`src/rtl/iter_alu_if.sv`:
```
// Request/response bundle for the iterative ALU.
// The master drives the operation request, and the slave returns the status and the result.
interface iter_alu_if #(
  parameter int WIDTH = 32
) ();
  logic             start_i;
  logic [3:0]       alu_control_i;
  logic [WIDTH-1:0] a_i;
  logic [WIDTH-1:0] b_i;
  logic             busy_o;
  logic             done_o;
  logic [WIDTH-1:0] result_o;
  logic             zero_o;

  modport master (
    output start_i, alu_control_i, a_i, b_i,
    input  busy_o, done_o, result_o, zero_o
  );

  modport slave (
    input  start_i, alu_control_i, a_i, b_i,
    output busy_o, done_o, result_o, zero_o
  );
endinterface

```
`src/rtl/iter_alu.sv`:
```
// Multi-cycle ALU. Non-shift ops finish in one cycle.
// Shifts move the working register by one bit per cycle.
module iter_alu #(
  parameter int WIDTH = 32
) (
  input  logic      clk,
  input  logic      rst_n,
  iter_alu_if.slave bus
);

  localparam logic [1:0] IDLE      = 2'b00;
  localparam logic [1:0] SHIFT     = 2'b01;
  localparam logic [1:0] DONE_PEND = 2'b10;

  localparam logic [3:0] OP_ADD = 4'b0000;
  localparam logic [3:0] OP_SUB = 4'b0001;
  localparam logic [3:0] OP_AND = 4'b0010;
  localparam logic [3:0] OP_OR  = 4'b0011;
  localparam logic [3:0] OP_SLL = 4'b0100;
  localparam logic [3:0] OP_SLT = 4'b0101;
  localparam logic [3:0] OP_SRL = 4'b0110;
  localparam logic [3:0] OP_SRA = 4'b0111;
  localparam logic [3:0] OP_BGE = 4'b1000;
  localparam logic [3:0] OP_XOR = 4'b1001;

  logic [1:0]       state_q,  state_d;
  logic [3:0]       op_q,     op_d;
  logic [4:0]       cnt_q,    cnt_d;
  logic [WIDTH-1:0] work_q,   work_d;
  logic [WIDTH-1:0] result_q, result_d;
  logic             zero_q,   zero_d;
  logic [WIDTH-1:0] shifted_s;

  function automatic logic is_shift(input logic [3:0] op);
    return (op == OP_SLL) || (op == OP_SRL) || (op == OP_SRA);
  endfunction

  function automatic logic [WIDTH-1:0] alu_compute(input logic [3:0]       op,
                                                   input logic [WIDTH-1:0] a,
                                                   input logic [WIDTH-1:0] b);
    logic [WIDTH-1:0] r;
    case (op)
      OP_ADD:         r = a + b;
      OP_SUB:         r = a - b;
      OP_AND:         r = a & b;
      OP_OR:          r = a | b;
      OP_XOR:         r = a ^ b;
      OP_SLT, OP_BGE: r = {{(WIDTH-1){1'b0}}, ($signed(a) < $signed(b))};
      default:        r = {WIDTH{1'b0}};
    endcase
    return r;
  endfunction

  function automatic logic [WIDTH-1:0] shift_one(input logic [3:0]       op,
                                                 input logic [WIDTH-1:0] w);
    logic [WIDTH-1:0] r;
    case (op)
      OP_SLL:  r = {w[WIDTH-2:0], 1'b0};
      OP_SRL:  r = {1'b0, w[WIDTH-1:1]};
      OP_SRA:  r = {w[WIDTH-1], w[WIDTH-1:1]};
      default: r = w;
    endcase
    return r;
  endfunction

  assign shifted_s = shift_one(op_q, work_q);

  // Next-state and datapath selection
  always_comb begin
    state_d  = state_q;
    op_d     = op_q;
    cnt_d    = cnt_q;
    work_d   = work_q;
    result_d = result_q;
    case (state_q)
      IDLE: begin
        if (bus.start_i) begin
          op_d = bus.alu_control_i;
          if (is_shift(bus.alu_control_i)) begin
            work_d = bus.a_i;
            cnt_d  = bus.b_i[4:0];
            if (bus.b_i[4:0] == 5'd0) begin
              result_d = bus.a_i;
              state_d  = DONE_PEND;
            end else begin
              state_d  = SHIFT;
            end
          end else begin
            result_d = alu_compute(bus.alu_control_i, bus.a_i, bus.b_i);
            state_d  = DONE_PEND;
          end
        end else begin
          state_d = IDLE;
        end
      end
      SHIFT: begin
        work_d = shifted_s;
        cnt_d  = cnt_q - 5'd1;
        // Counter of 1 here means this shift is the last one.
        if (cnt_q == 5'd1) begin
          result_d = shifted_s;
          state_d  = DONE_PEND;
        end else begin
          state_d  = SHIFT;
        end
      end
      DONE_PEND: state_d = IDLE;
      default:   state_d = IDLE;
    endcase
    zero_d = (result_d == {WIDTH{1'b0}});
  end

  // State and datapath registers
  always_ff @(posedge clk or negedge rst_n) begin
    if (!rst_n) begin
      state_q  <= IDLE;
      op_q     <= 4'd0;
      cnt_q    <= 5'd0;
      work_q   <= {WIDTH{1'b0}};
      result_q <= {WIDTH{1'b0}};
      zero_q   <= 1'b1;
    end else begin
      state_q  <= state_d;
      op_q     <= op_d;
      cnt_q    <= cnt_d;
      work_q   <= work_d;
      result_q <= result_d;
      zero_q   <= zero_d;
    end
  end

  assign bus.busy_o   = (state_q == SHIFT) || (state_q == DONE_PEND);
  assign bus.done_o   = (state_q == DONE_PEND);
  assign bus.result_o = result_q;
  assign bus.zero_o   = zero_q;

endmodule

```
`src/flat_wrapper.sv`:
```
// flat-port wrapper written by rule: the top's interface ports become plain ports
module iter_alu_flat 
#(
  parameter int WIDTH = 32
)
  (clk, rst_n, bus_start_i, bus_alu_control_i, bus_a_i, bus_b_i, bus_busy_o, bus_done_o, bus_result_o, bus_zero_o);
  iter_alu_if #(.WIDTH(WIDTH)) bus_i ();
  input  logic clk;
  input  logic rst_n;
  input wire logic [$bits(bus_i.start_i)-1:0] bus_start_i;
  input wire logic [$bits(bus_i.alu_control_i)-1:0] bus_alu_control_i;
  input wire logic [$bits(bus_i.a_i)-1:0] bus_a_i;
  input wire logic [$bits(bus_i.b_i)-1:0] bus_b_i;
  output wire logic [$bits(bus_i.busy_o)-1:0] bus_busy_o;
  output wire logic [$bits(bus_i.done_o)-1:0] bus_done_o;
  output wire logic [$bits(bus_i.result_o)-1:0] bus_result_o;
  output wire logic [$bits(bus_i.zero_o)-1:0] bus_zero_o;
  assign bus_i.start_i = bus_start_i;
  assign bus_i.alu_control_i = bus_alu_control_i;
  assign bus_i.a_i = bus_a_i;
  assign bus_i.b_i = bus_b_i;
  assign bus_busy_o = bus_i.busy_o;
  assign bus_done_o = bus_i.done_o;
  assign bus_result_o = bus_i.result_o;
  assign bus_zero_o = bus_i.zero_o;
  iter_alu #(.WIDTH(WIDTH)) u_core (.clk(clk), .rst_n(rst_n), .bus(bus_i));
endmodule
```
`config.mk`:
```
export PLATFORM = sky130hd
export DESIGN_NAME = iter_alu_flat
export DESIGN_NICKNAME = d
export VERILOG_FILES = /design/src/rtl/iter_alu_if.sv /design/src/rtl/iter_alu.sv /design/src/flat_wrapper.sv
export SDC_FILE = /design/constraint.sdc
export NUM_CORES = 1
export LEC_CHECK = 0
export BUFFER_PORTS_ARGS = -buffer_cell sky130_fd_sc_hd__buf_2
export CORE_MARGIN = 1
export CORE_UTILIZATION = 25
export DETAILED_ROUTE_END_ITERATION = 10
export PLACE_DENSITY = 0.5
export SLEW_MARGIN = 20
export SYNTH_ARGS = -nofsm -noshare
export SYNTH_HDL_FRONTEND = slang
export SYNTH_SLANG_ARGS = --single-unit
```
`constraint.sdc`:
```
create_clock -name clk -period 4.7 [get_ports clk]
set_clock_uncertainty 0.2 [all_clocks]
set_input_delay 0.94 -clock clk [delete_from_list [all_inputs] [get_ports clk]]
set_output_delay 0.94 -clock clk [all_outputs]
set_load 0.02 [all_outputs]
```
# After elaboration in Yosys (flattened, before gate mapping)
# Cells that the tools add are included.
# W data, S select, Z words.
word_totals:
  output_inout_bits: 35
  elab_cells: 59
  register_bits: 76
  inputBits: 71
classes:
  addsub: 3
  n_eq_ne: 17
  reduce_logical: 11
  bitwise_logic: 3
  muxes: 18
  order_cmp: 1
ops:
  columns: ["operator", "count"]
  rows:
  - ["$mux W32", 6]
  - ["$pmux W32 S6", 1]
  - ["$pmux W32 S2", 2]
  - ["$pmux W32 S3", 1]
  - ["$add A32 B32 Y32", 1]
  - ["$and A32 B32 Y32", 1]
  - ["$logic_not A32 Y1", 1]
  - ["$lt A32 B32 Y1", 1]
  - ["$or A32 B32 Y32", 1]
  - ["$sub A32 B32 Y32", 1]
  - ["$xor A32 B32 Y32", 1]
  - ["$eq A4 B3 Y1 const B", 7]
  - ["$mux W5", 2]
  - ["$pmux W5 S2", 1]
  - ["$eq A4 B2 Y1 const B", 2]
  - ["$eq A4 B4 Y1 const B", 2]
  - ["$mux W2", 4]
  - ["$eq A5 B1 Y1 const B", 1]
  - ["$logic_not A5 Y1", 1]
  - ["$sub A5 B1 Y5 const B", 1]
  - ["$eq A4 B1 Y1 const B", 1]
  - ["$logic_not A4 Y1", 1]
  - ["$pmux W2 S2", 1]
  - ["$logic_or A1 B1 Y1", 3]
  - ["other kinds (9)", 9]

# Longest topological paths before layout
logic_depth:
  ltp_word: 7
  ltp_mapped: 15

# Worst setup path before layout
# No wires, ideal clock.
synth_path:
  path_type: "input-to-reg"
  startpoint: "input port bus_b_i[22]"
  endpoint: "register u_core.zero_q, in the netlist u_core.bus.zero_o"
  path_stages: 14
  t_required_ns: 4.410
  setup_ns: 0.090
  arrival_ns: 4.414
  path_slack_ns: -0.004
  path_cell_list: "inv_1 > ha_1 > clkbuf_1 > or4_1 > or2_2 > nor2_1 > o31ai_4 > nand3_1 > mux2i_1 > nor2_1 > o32a_1 > or4b_1 > or4_1 > nor4_2"
synth_between:
  elab_chain_len: 6
  word_cells_on_any_way: 11
  classes_between: "add/sub (2); order compare (1); mux (4); bitwise (3); reduce/logical (1)"
synth_rtl:
  columns: ["element", "line_no", "rtl"]
  rows:
  - ["start: declaration", "flat_wrapper.sv:13", "input wire logic [$bits(bus_i.b_i)-1:0] bus_b_i;"]
  - ["$sub A32 B32 Y32 or $add A32 B32 Y32 (tied branches)", "iter_alu.sv:44, iter_alu.sv:43", null]
  - ["$pmux W32 S6 (*)", "iter_alu.sv:42", "case (op)"]
  - ["$mux W32 (*)", "iter_alu.sv:79", "if (is_shift(bus.alu_control_i)) begin"]
  - ["$mux W32 (*)", "iter_alu.sv:77", "if (bus.start_i) begin"]
  - ["$pmux W32 S2 (*)", "iter_alu.sv:75", "case (state_q)"]
  - ["net u_core.result_d[25]", "iter_alu.sv:30", "logic [WIDTH-1:0] result_q, result_d;"]
  - ["$logic_not A32 Y1 (*)", "iter_alu.sv:110", "zero_d = (result_d == {WIDTH{1'b0}});"]
  - ["net u_core.zero_d", "iter_alu.sv:31", "logic zero_q, zero_d;"]
  - ["end signal: assignment", "iter_alu.sv:128", "zero_q <= zero_d;"]
  - ["end: declaration", "iter_alu.sv:31", null]
# The timed path passes the listed nets; every way through them passes the cells marked *.
# A chain may end at the register's enable or synchronous reset.

# Worst setup path after layout
layout_path:
  startpoint: "input port bus_b_i[4]"
  endpoint: "register u_core.zero_q, in the netlist u_core.bus.zero_o"
layout_between:
  elab_chain_len: 6
  word_cells_on_any_way: 13
  classes_between: "add/sub (2); order compare (1); mux (5); bitwise (3); reduce/logical (2)"
layout_rtl:
  columns: ["element", "line_no", "rtl"]
  rows:
  - ["$sub A32 B32 Y32, or another cell as far along", "iter_alu.sv:44", "OP_SUB: r = a - b;"]
  - ["$pmux W32 S6 or $mux W32 (tied branches)", "iter_alu.sv:42, iter_alu.sv:82", null]
  - ["$mux W32 (*)", "iter_alu.sv:79", null]
  - ["$mux W32 (*)", "iter_alu.sv:77", null]
  - ["$pmux W32 S2 (*)", "iter_alu.sv:75", null]
  - ["net u_core.result_d[21]", "iter_alu.sv:30", null]
  - ["$logic_not A32 Y1 (*)", "iter_alu.sv:110", null]
  - ["net u_core.zero_d", "iter_alu.sv:31", null]
# Marked as above.

==> impl_metrics.ini <==
[drt]
wl_per_cell_um = 23.03
drt_iter0_markers = 1094
drc = 0
wirelength_um = 57060
ant_nets = 0
viasPerCell = 5.513
vias = 13661
dr.pass1.iters = 6

[worst_setup_path]
max_stage_delay_ps = 560
cp-end-kind = flop
crit_arrival_ps = 4650
crit_path_start_kind = input pin
critPathBufInv = 3
critPathTopFamily = compound AO/OA/AOI/OAI gates
startpoint = bus_b_i[4]
worst_ep_required_time_ps = 4760
critPathKind = in2reg
critPathMostFrequentCell = a211oi_1
cp_slowest_cell = or4b_1
path_cells = buf_2 -> inv_1 -> ha_1 -> inv_2 -> a221oi_4 -> a21oi_1 -> a2111o_1 -> a211oi_1 -> a211o_1 -> o2111a_1 -> a211oi_1 -> or4b_1 -> or4_1 -> nor4_2
cp_max_fo = 6
r2r_start = u_core.cnt_q[1]

[logic_synthesis]
syn_inst = 1530
ys.flop_type = dfrtp_1
ys_seq_elements = 76
seq_area_frac_synth_pct = 17.48
synth.avg_cell_area_um2 = 7.115
synth_edf_count = 0
synth_area_um2 = 10890
yosysTopAreaCell = dfrtp_1
synthArstFlopShare_pct = 100.0
yosys-top-cells-area = dfrtp_1 17%, ha_1 12%, a21oi_1 7.4%, nand2_1 6.3%, o21ai_0 5.4%
ys_warn_count = 0
syn_nets = 1711
synth_cell_types = 94
synth.top_cell.area_share_pct = 17.24

[place]
place_hpwl_um = 47200
dpl-instance-area_um2 = 14410
portBuffers = 105
gp_congestion = 0.9834

[pwr]
p_sw_mw = 2.614
vdd_drop_max_uv = 220.0
p_per_area_nw_per_um2 = 357.3
pwr-share-comb_pct = 60.6
power.leakage_nw = 6.819
swShare_pct = 49.11
internal_power_mw = 2.708
p_clk_share_pct = 14.6
fin_total_pwr_mw = 5.322
seqPwrFrac_pct = 24.8

[layout]
diodes = 0
area_delta_synth_final_pct = 36.81
fin_nets = 2069
multi_input_area_um2 = 8354
drive_gt1_share_pct = 27.84
final_area_um2 = 14890
seqCellArea_um2 = 1903
fillers = 4704
final_common_cell = buf_4
final_cell_mix = 340 x buf_4, 184 x nand2_1, 159 x a21oi_1

[hold_path]
worstHoldStart = u_core.work_q[4]
hold_class = reg2reg

[timing]
period_share_pct = 97.82
worst_pin_slew_ps = 929.7
tns_ps = 0
drv_slew = 0
fmax_mhz = 217.5
finalHoldViolCount = 0
setup_viol = 0
period_needed_ps = 4598
slew_headroom_pct = 37.50

[global_routing]
grt.overflow.total = 0
antenna_found_initial = 0
first_global_vias = 13154
grt_pass1_wl_um = 84730
grt.total_usage_pct = 25.43
grt_start_max_net_pins = 42

[floorplanning]
core-area_um2 = 42980
dieWidth_um = 210.7
floorplan.initialDensity_pct = 25.33
die_h_um = 210.7
dieArea_um2 = 44390
rows = 76
ioPinCount = 106

[clock_tree]
holdBufCountCts = 0
cts_tree = done
clock-root-buffer = clkbuf_16
clk-insertion-delay-late_ps = 350
htree_num_levels = 3
cts_sinks = 76
clockBufferDepth = 2
cts_inserted_buffers = 9
clk_pin_slew_worst_paths_ps = 60

[status]
run_status = finished clean

[run]
maxCapViolCount = 0
==> worst paths after layout <==
kind                       cells past startpoint                 to  slack (ps)
setup / recovery                              14  u_core.bus.zero_o         100
hold / removal                                 2   u_core.work_q[4]         330
setup reg to reg                              11  u_core.bus.zero_o         500
hold reg to reg                                2   u_core.work_q[4]         330
max in group asynchronous                      2  u_core.bus.zero_o        2920
min in group asynchronous                      1   u_core.work_q[3]         400
==> final cells by class <==
cell class	count	area share (%)
multi-input combinational	1240	56.09
timing repair buffer	448	21.17
sequential	76	12.78
tap	585	4.914
inverter	113	2.848
clock buffer	11	1.630
clock inverter	5	0.5712
==> layer usage <==
layer / track usage [%] / vias up / share of wire [%]
met5: 0 / - / 0
met4: 6.972 / 0 / 2.6
met3: 6.081 / 74 / 9.7
met2: 38.02 / 659 / 43
met1: 36.10 / 6542 / 45
li1: - / 6386 / -
==> metrics by stage <==
step	hold WS, ps	std cells	util [%]	worst slack (ps)
3_5_place_dp	315.2	2461	33.52	-412.0
3_3_place_gp	299.4	2461	33.52	-359.9
5_1_grt	378.5	2478	34.65	-6.763
6_report	325.6	2478	34.65	102.3
4_1_cts	329.4	2477	34.37	70.03
2_1_floorplan	266.0	1530	-	36.01
==> cell families after synthesis <==
kind of cell    synth area share (%)
compound gates                 36.02
simple gates                   21.70
fa+ha+maj                      12.78
buf+inv                        7.493
mux                            3.563
flops                          17.48
xor+xnor                      0.9654
==> worst register-to-register path: cells and delay by family (launching register included) <==
kind	cells	cell delay, ps
and+or+nand+nor	4	1680
AOI/OAI and AO/OA	4	1370
DFF	1	370
buffers and inverters	2	370
adders and majority gates	1	140
==> Yosys cell counts, types with 9 or more instances <==
| cell | n |
|---|---|
| nor4_1 | 25 |
| or3_1 | 9 |
| mux2i_1 | 32 |
| a211oi_1 | 21 |
| nand2_1 | 184 |
| a21oi_1 | 160 |
| o21bai_1 | 12 |
| o22ai_1 | 34 |
| a221oi_1 | 12 |
| nor3_1 | 34 |
| o31ai_1 | 21 |
| a21o_1 | 19 |
| and3_1 | 10 |
| inv_1 | 107 |
| a31oi_1 | 34 |
| nand4_1 | 15 |
| clkbuf_1 | 80 |
| buf_2 | 10 |
| nor2b_1 | 22 |
| buf_1 | 11 |
| nor2_1 | 96 |
| o21ai_0 | 118 |
| nand3_1 | 34 |
| dfrtp_1 | 75 |
| o211ai_1 | 38 |
| xnor2_1 | 12 |
| ha_1 | 108 |
| nand2b_1 | 19 |
| a22oi_1 | 14 |
==> power groups by stage <==
| stage | sequential (mW) | combinational (mW) | clock (mW) |
|---|---|---|---|
| floorplan | 1.29 | 1.74 | 0 |
| global placement | 1.31 | 3.10 | 0 |
| detailed placement | 1.31 | 3.11 | 0 |
| CTS | 1.31 | 3.13 | 0.787 |
| global route | 1.35 | 3.48 | 0.814 |
| finish | 1.32 | 3.22 | 0.779 |
==> registers in the layout, indices dropped and copies added (netlist names) <==
name / cells
u_core.bus.result_o: 32
u_core.work_q: 32
u_core.cnt_q: 5
u_core.op_q: 4
u_core.state_q: 2
u_core.bus.zero_o: 1
==> what timing repair did <==
action                     CTS  global route
setup buffers                0             1
gates resized for setup      8            16
pin swaps                    7             2
setup endpoints to repair    1             1
No activity file was read; power rests on OpenSTA's default activity.
